File: config.mk
export PLATFORM = sky130hd
export DESIGN_NAME = regfile_scoreboard
export DESIGN_NICKNAME = d
export VERILOG_FILES = /design/src/rtl/regfile_scoreboard.sv
export SDC_FILE = /design/constraint.sdc
export NUM_CORES = 2
export LEC_CHECK = 0
export BUFFER_PORTS_ARGS = -buffer_cell sky130_fd_sc_hd__buf_4
export CAP_MARGIN = 25
export CORE_ASPECT_RATIO = 1.4
export CORE_MARGIN = 2
export CORE_UTILIZATION = 40
export DETAILED_ROUTE_END_ITERATION = 10
export GPL_TIMING_DRIVEN = 0
export PLACE_DENSITY = 0.53
export SLEW_MARGIN = 25
export SYNTH_ARGS = -nofsm -noshare
export SYNTH_HDL_FRONTEND = slang
export SYNTH_SLANG_ARGS = --single-unit
File: constraint.sdc
create_clock -name clk -period 9.25 [get_ports clk]
set_input_delay 1.85 -clock clk [delete_from_list [all_inputs] [get_ports clk]]
set_output_delay 1.85 -clock clk [all_outputs]
set_load 0.1 [all_outputs]
File: src/rtl/regfile_scoreboard.sv
// Multi-read-port register file with per-register pending-write scoreboard; reads are 1-cycle registered,
// write-first bypass, no backpressure (every request is serviced). ZERO_REG_EN hardwires register 0 to zero.
module regfile_scoreboard #(
   parameter int DATA_W = 32,
   parameter int DEPTH  = 32,
   parameter int ADDR_W = $clog2(DEPTH),
   parameter int NRP    = 2
) (
   input  logic                  clk,
   input  logic                  rst,
   input  logic [NRP-1:0]        rd_en,
   input  logic [NRP*ADDR_W-1:0] rd_addr,
   output logic [NRP*DATA_W-1:0] rd_data,
   output logic [NRP-1:0]        rd_busy,
   output logic [NRP-1:0]        rd_valid,
   input  logic                  wr_en,
   input  logic [ADDR_W-1:0]     wr_addr,
   input  logic [DATA_W-1:0]     wr_data,
   input  logic                  rsv_en,
   input  logic [ADDR_W-1:0]     rsv_addr,
   output logic                  rsv_err,
   input  logic [ADDR_W-1:0]     probe_addr,
   output logic [DATA_W-1:0]     probe_data
);

   localparam logic [ADDR_W:0] DEPTH_L = (ADDR_W+1)'(DEPTH);

   // An address is usable when it maps to a real, writable register.
   function automatic logic in_range(input logic [ADDR_W-1:0] a);
      return {1'b0, a} < DEPTH_L;
   endfunction

   function automatic logic addr_ok(input logic [ADDR_W-1:0] a);
`ifdef ZERO_REG_EN
      return in_range(a) && (a != '0);
`else
      return in_range(a);
`endif
   endfunction

   logic [DATA_W-1:0] regs [DEPTH];
   logic [DEPTH-1:0]  pend;
   logic              wr_ok;
   logic              rsv_ok;
   logic              rsv_err_nxt;

   assign wr_ok  = wr_en  & addr_ok(wr_addr);
   assign rsv_ok = rsv_en & addr_ok(rsv_addr);

   always_ff @(posedge clk or negedge rst) begin
      if (!rst) begin
         for (int i = 0; i < DEPTH; i++) regs[i] <= DATA_W'(i);
      end else if (wr_ok) begin
         regs[wr_addr] <= wr_data;
      end
   end

   // Reservation is ordered after the write clear so a same-address reserve wins.
   always_ff @(posedge clk or negedge rst) begin
      if (!rst) begin
         pend <= '0;
      end else begin
         if (wr_ok)  pend[wr_addr]  <= 1'b0;
         if (rsv_ok) pend[rsv_addr] <= 1'b1;
      end
   end

   assign rsv_err_nxt = rsv_ok & pend[rsv_addr] & ~(wr_ok & (wr_addr == rsv_addr));

   always_ff @(posedge clk or negedge rst) begin
      if (!rst) rsv_err <= 1'b0;
      else      rsv_err <= rsv_err_nxt;
   end

   for (genvar p = 0; p < NRP; p++) begin : g_rd
      logic [ADDR_W-1:0] a;
      logic              ok;
      logic              hit;
      logic [DATA_W-1:0] d_nxt;
      logic              b_nxt;
      logic [DATA_W-1:0] d_q;
      logic              b_q;
      logic              v_q;

      assign a   = rd_addr[p*ADDR_W +: ADDR_W];
      assign ok  = addr_ok(a);
      assign hit = wr_ok & (wr_addr == a);

      // Write-first: a same-cycle write supplies the data and hides the pending bit it clears.
      always_comb begin
         d_nxt = '0;
         b_nxt = 1'b0;
         if (ok) begin
            if (hit) begin
               d_nxt = wr_data;
            end else begin
               d_nxt = regs[a];
               b_nxt = pend[a];
            end
         end
      end

      always_ff @(posedge clk or negedge rst) begin
         if (!rst) begin
            d_q <= '0;
            b_q <= 1'b0;
            v_q <= 1'b0;
         end else begin
            v_q <= rd_en[p];
            if (rd_en[p]) begin
               d_q <= d_nxt;
               b_q <= b_nxt;
            end
         end
      end

      assign rd_data[p*DATA_W +: DATA_W] = d_q;
      assign rd_busy[p]                  = b_q;
      assign rd_valid[p]                 = v_q;
   end

   // Register 0 is never written when hardwired, so stored contents already read as zero.
   assign probe_data = in_range(probe_addr) ? regs[probe_addr] : '0;

endmodule

# Yosys cells after proc, flatten, opt, wreduce, memory -nomap -nowiden
# Index checks and enable logic that the tools add are counted.
# totals
out_inout_bits,101
in_bits,63
regBits,1125
wordCells,98
# op_classes
bitwise,13
mux,28
n_reduce_logical,3
n_eq_ne,3
n_lt_le_gt_ge,11
# ops
operator,count
$bwmux W1024,1
$bmux W32 S5,3
$mux W32,11
$demux W32 S5,1
$and A32 B32 Y32,1
$not A32 Y32,1
$or A32 B32 Y32,1
$ge A6 B6 Y1 const B,4
$lt A5 B6 Y1 const B,4
$not A5 Y6,4
$bmux W1 S5,3
$eq A5 B5 Y1,3
$demux W1 S5,2
$ge A5 B1 Y1 const B,2
$mux W1,7
$lt A6 B1 Y1 const B,1
$and A1 B1 Y1,5
$logic_and A1 B1 Y1,3
$not A1 Y1,1

# Logic depth before layout (Yosys ltp)
# logic_depth
word_depth,9
ltp_mapped,10
mapped_depth_nobuf,5

# Worst setup path after synthesis
# No wires, ideal clock.
# synth_path
path_kind,in2out
from,in probe_addr[0]
to,out probe_data[10]
arrival_time_ps,3989
path_buffers,2
required_time_ps,7400
setup_slack_ps,3411
cell_stages,5
path_cell_list,buf_2 buf_1 mux4_2 mux4_2 mux2_2
# synth_between
elab_chain_len,4
# synth_rtl
element,line_no,text
"start, declared",22,"input logic [ADDR_W-1:0] probe_addr,"
$not A5 Y6 (not written as such),123,assign probe_data = in_range(probe_addr) ? regs[probe_addr] : '0;
$bmux W32 S5,123,
$mux W32 (not written as such) (2 in a row),123,
"end, declared",23,output logic [DATA_W-1:0] probe_data
# No other way between the ends. The select of a mux whose other input is x is not followed.

# Final worst setup path
# layout_path
from,in probe_addr[1]
to,out probe_data[25]
# Same word-level chain as after synthesis.

==> impl_results.md <==
* Status: completed
* Crit path buf inv count at 3
* VDD IR max at 0.246 mV
* Unrepaired setup endpoints after global routing: false
* Fillers at approximately 15,000
* Syn nets at between 4,000 and 5,000
* Final Hold Fails at 0
* Core area at 0.168 sq mm
* Vias/cell at 7.13
* Yosys reg bits at 1,125
* Pwr Density at about 230 mW/mm^2
* Worst Tran Pin Value at 1.26 ns
* Nets at 5,122
* Largest stage delay on the critical path at around 0.90 ns
* H-tree depth reported by CTS at 3
* Layout cells sized above 1 at 47.7%
* Critical path class: in2out
* Die Width at between 300 and 400 um
* Post-synth cell types at 52
* Ys Warns at 0
* Maxcap violations at 0
* CP max FO at 10
* Initial antenna violation count at 38
* Critical path's slowest cell: clkbuf_1
* Clk_skew at 0.0404 ns
* Gate count after technology mapping at 4,756
* Overall die height at 491 um
* Initial core utilization at 40.3%
* Most frequent cells in the layout: mux2_2, dfrtp_1, mux4_2
* CP Launch Type: primary input
* Ports at 164
* CTS tree: yes
* GPL Wtd Cong at 1.07
* Dpl hpwl at 284,000 um
* First-pass GRT wire length at 489,000 um
* WHS at around 0.5 ns
* Tcrit/Tclk final at 78.7%
* Lkg Pwr at 32.5 nW
* Asr flop ratio synth at 100%
* Router iterations before antenna repair at 6
* Critical Path RT at 7.40 ns
* Hold_buf cts at 0
* Clk Latency, worst-skew pair at between 0.8 and 0.9 ns
* Clock tree buffer depth at 3
* WL final at 375,000 um
* Post-Syn Area per Cell at 14.2 sq um
* Antenna-violating nets left at 0
* Core Rows at 178
* Total die area at 0.173 sq mm
* I/O Buffers at about 140
* Design Power at between 15 and 20 mW
* 1st-iter DRT viols at ~7,300
* Synth Cell Area at 0.0677 sq mm
* Worst endpoint data arrival time at 5.43 ns
* Clock-pin slew on the worst setup and hold paths at around 0.060 ns
* DRC at 0
* Largest net degree at the start of global routing at 132
* Setup violations, final at 0
* Sequential area share after synthesis at 41.7%
* Area Overhead vs Synth at 13.3%
* DR WL/cell at 50.3 um
* Ordered list of cells on the worst path: clkbuf_1 -> clkbuf_1 -> mux4_2 -> mux4_2 -> mux2_2 -> buf_4
* Total GRT Usage at 43.5%
* CTS Sinks at between 1,000 and 1,500
* Worst hold path type: reg2reg
* Resized cells post-CTS at 0
* Rel. slew slack at 16.3%
* GR Overflow Total at 0
* Max-slew violations at 0
* Largest delay share family, worst path: buffers and inverters
* Vias in the first global route at 51,300
* Commonest non-fill, non-tap cell in the layout: mux2_2
* Setup bufs post-CTS at 0
* Root buffer cell: clkbuf_16
* CTS Buf Count at 121
* Min cycle time layout at about 7.3 ns
* F_max at 137 MHz
* Post-synth EDFFs at 0
* DR vias at 53,100
* Prevailing post-synth register cell: dfrtp_1
* Critical path capture point type: output pin
[sequential cells by signal (all words and copies together), names as in the netlist]
| name | count |
|---|---|
| regs | 1024 |
| g_rd.d_q | 64 |
| pend | 32 |
| g_rd.b_q | 2 |
| g_rd.v_q | 2 |
| rsv_err | 1 |
[per-stage QoR]
stage	TNS [ns]	setup WS, ns	instance area [sq um]	instances	util, %
finish	0	1.97	76700	7447	45.6
detailed placement	0	2.28	72600	7184	43.2
CTS	0	2.27	76600	7413	45.6
global route	0	2.11	76600	7416	45.6
global placement	-8349.22	-8.05	71600	7148	42.6
floorplan	0	3.41	67700	4756	-
[routing by layer]
| layer | GRT usage [%] | up-vias | share of wire (%) |
|---|---|---|---|
| met5 | 0 | - | 0.043 |
| met4 | 46.6 | 24 | 14 |
| met3 | 13.3 | 1396 | 9.7 |
| met2 | 62.3 | 4041 | 43 |
| met1 | 49.3 | 28200 | 34 |
| li1 | - | 19400 | - |
[area by class of cell]
| class | instances | area [sq um] | share of cell area [%] |
|---|---|---|---|
| Clock inverter | 33 | 309 | 0.403 |
| Buffer | 517 | 2430 | 3.17 |
| Tap cell | 2250 | 2820 | 3.67 |
| Clock buffer | 196 | 3700 | 4.82 |
| Antenna cell | 32 | 80.1 | 0.104 |
| Timing Repair Buffer | 180 | 1980 | 2.58 |
| Inverter | 27 | 101 | 0.132 |
| Multi-Input combinational cell | 3087 | 37000 | 48.3 |
| Sequential cell | 1125 | 28300 | 36.8 |
[worst min-delay path, stage by stage (launching register included)]
cell	delay, ns
dfstp_2	0.39
nand2_1	0.05
o21ai_0	0.06
[power breakdown]
group	leakage, nW	switching, mW	internal [mW]
clock network	1.99	2.30	2.83
logic	16.4	3.33	2.34
registers	14.2	1.02	5.93
total	32.5	6.65	11.1
[cell usage after synthesis, types with 13 or more instances]
master / count / share of area [%]
buf_4: 54 / 0.60
a221o_1: 13 / 0.19
buf_1: 34 / 0.19
nor3_1: 18 / 0.13
nand3_1: 75 / 0.55
nor2b_1: 19 / 0.18
mux4_2: 677 / 23
nand2_1: 154 / 0.85
or4_1: 30 / 0.33
dfstp_2: 80 / 3.1
a22o_1: 33 / 0.43
mux2_2: 1054 / 18
a22oi_1: 160 / 1.8
dfrtp_1: 1045 / 39
mux2i_1: 436 / 6.4
buf_2: 114 / 0.84
o22ai_1: 101 / 0.93
o21ai_0: 63 / 0.47
inv_1: 27 / 0.15
nor2_1: 35 / 0.19
a21oi_1: 74 / 0.55
a31o_2: 17 / 0.22
a211oi_1: 22 / 0.24
clkbuf_1: 309 / 1.7
and3_1: 14 / 0.13
[kinds of logic (layout without fill, tap and decap cells)]
group / count (synthesis) / count (layout) / share of synthesized area, %
flip-flops: 1125 / 1125 / 41.7
multiplexers: 2167 / 2167 / 46.5
AO/OA/AOI/OAI: 510 / 510 / 5.12
buffers and inverters: 544 / 953 / 3.59
XOR/XNOR: 15 / 15 / 0.194
AND/OR/NAND/NOR: 395 / 395 / 2.89
other: 0 / 32 / 0
[worst paths after layout]
path	start	to	slack (ns)	cells past startpoint
max	probe_addr[1]	probe_data[25]	1.97	6
min	regs[641]	regs[641]	0.50	2
max reg2reg	regs[131]	g_rd[1].d_q[3]	6.67	5
min reg2reg	regs[641]	regs[641]	0.50	2
max in group asynchronous	rst	regs[892]	6.14	4
min in group asynchronous	rst	regs[199]	0.92	1
Note: power is estimated with default switching activity, not from simulation.
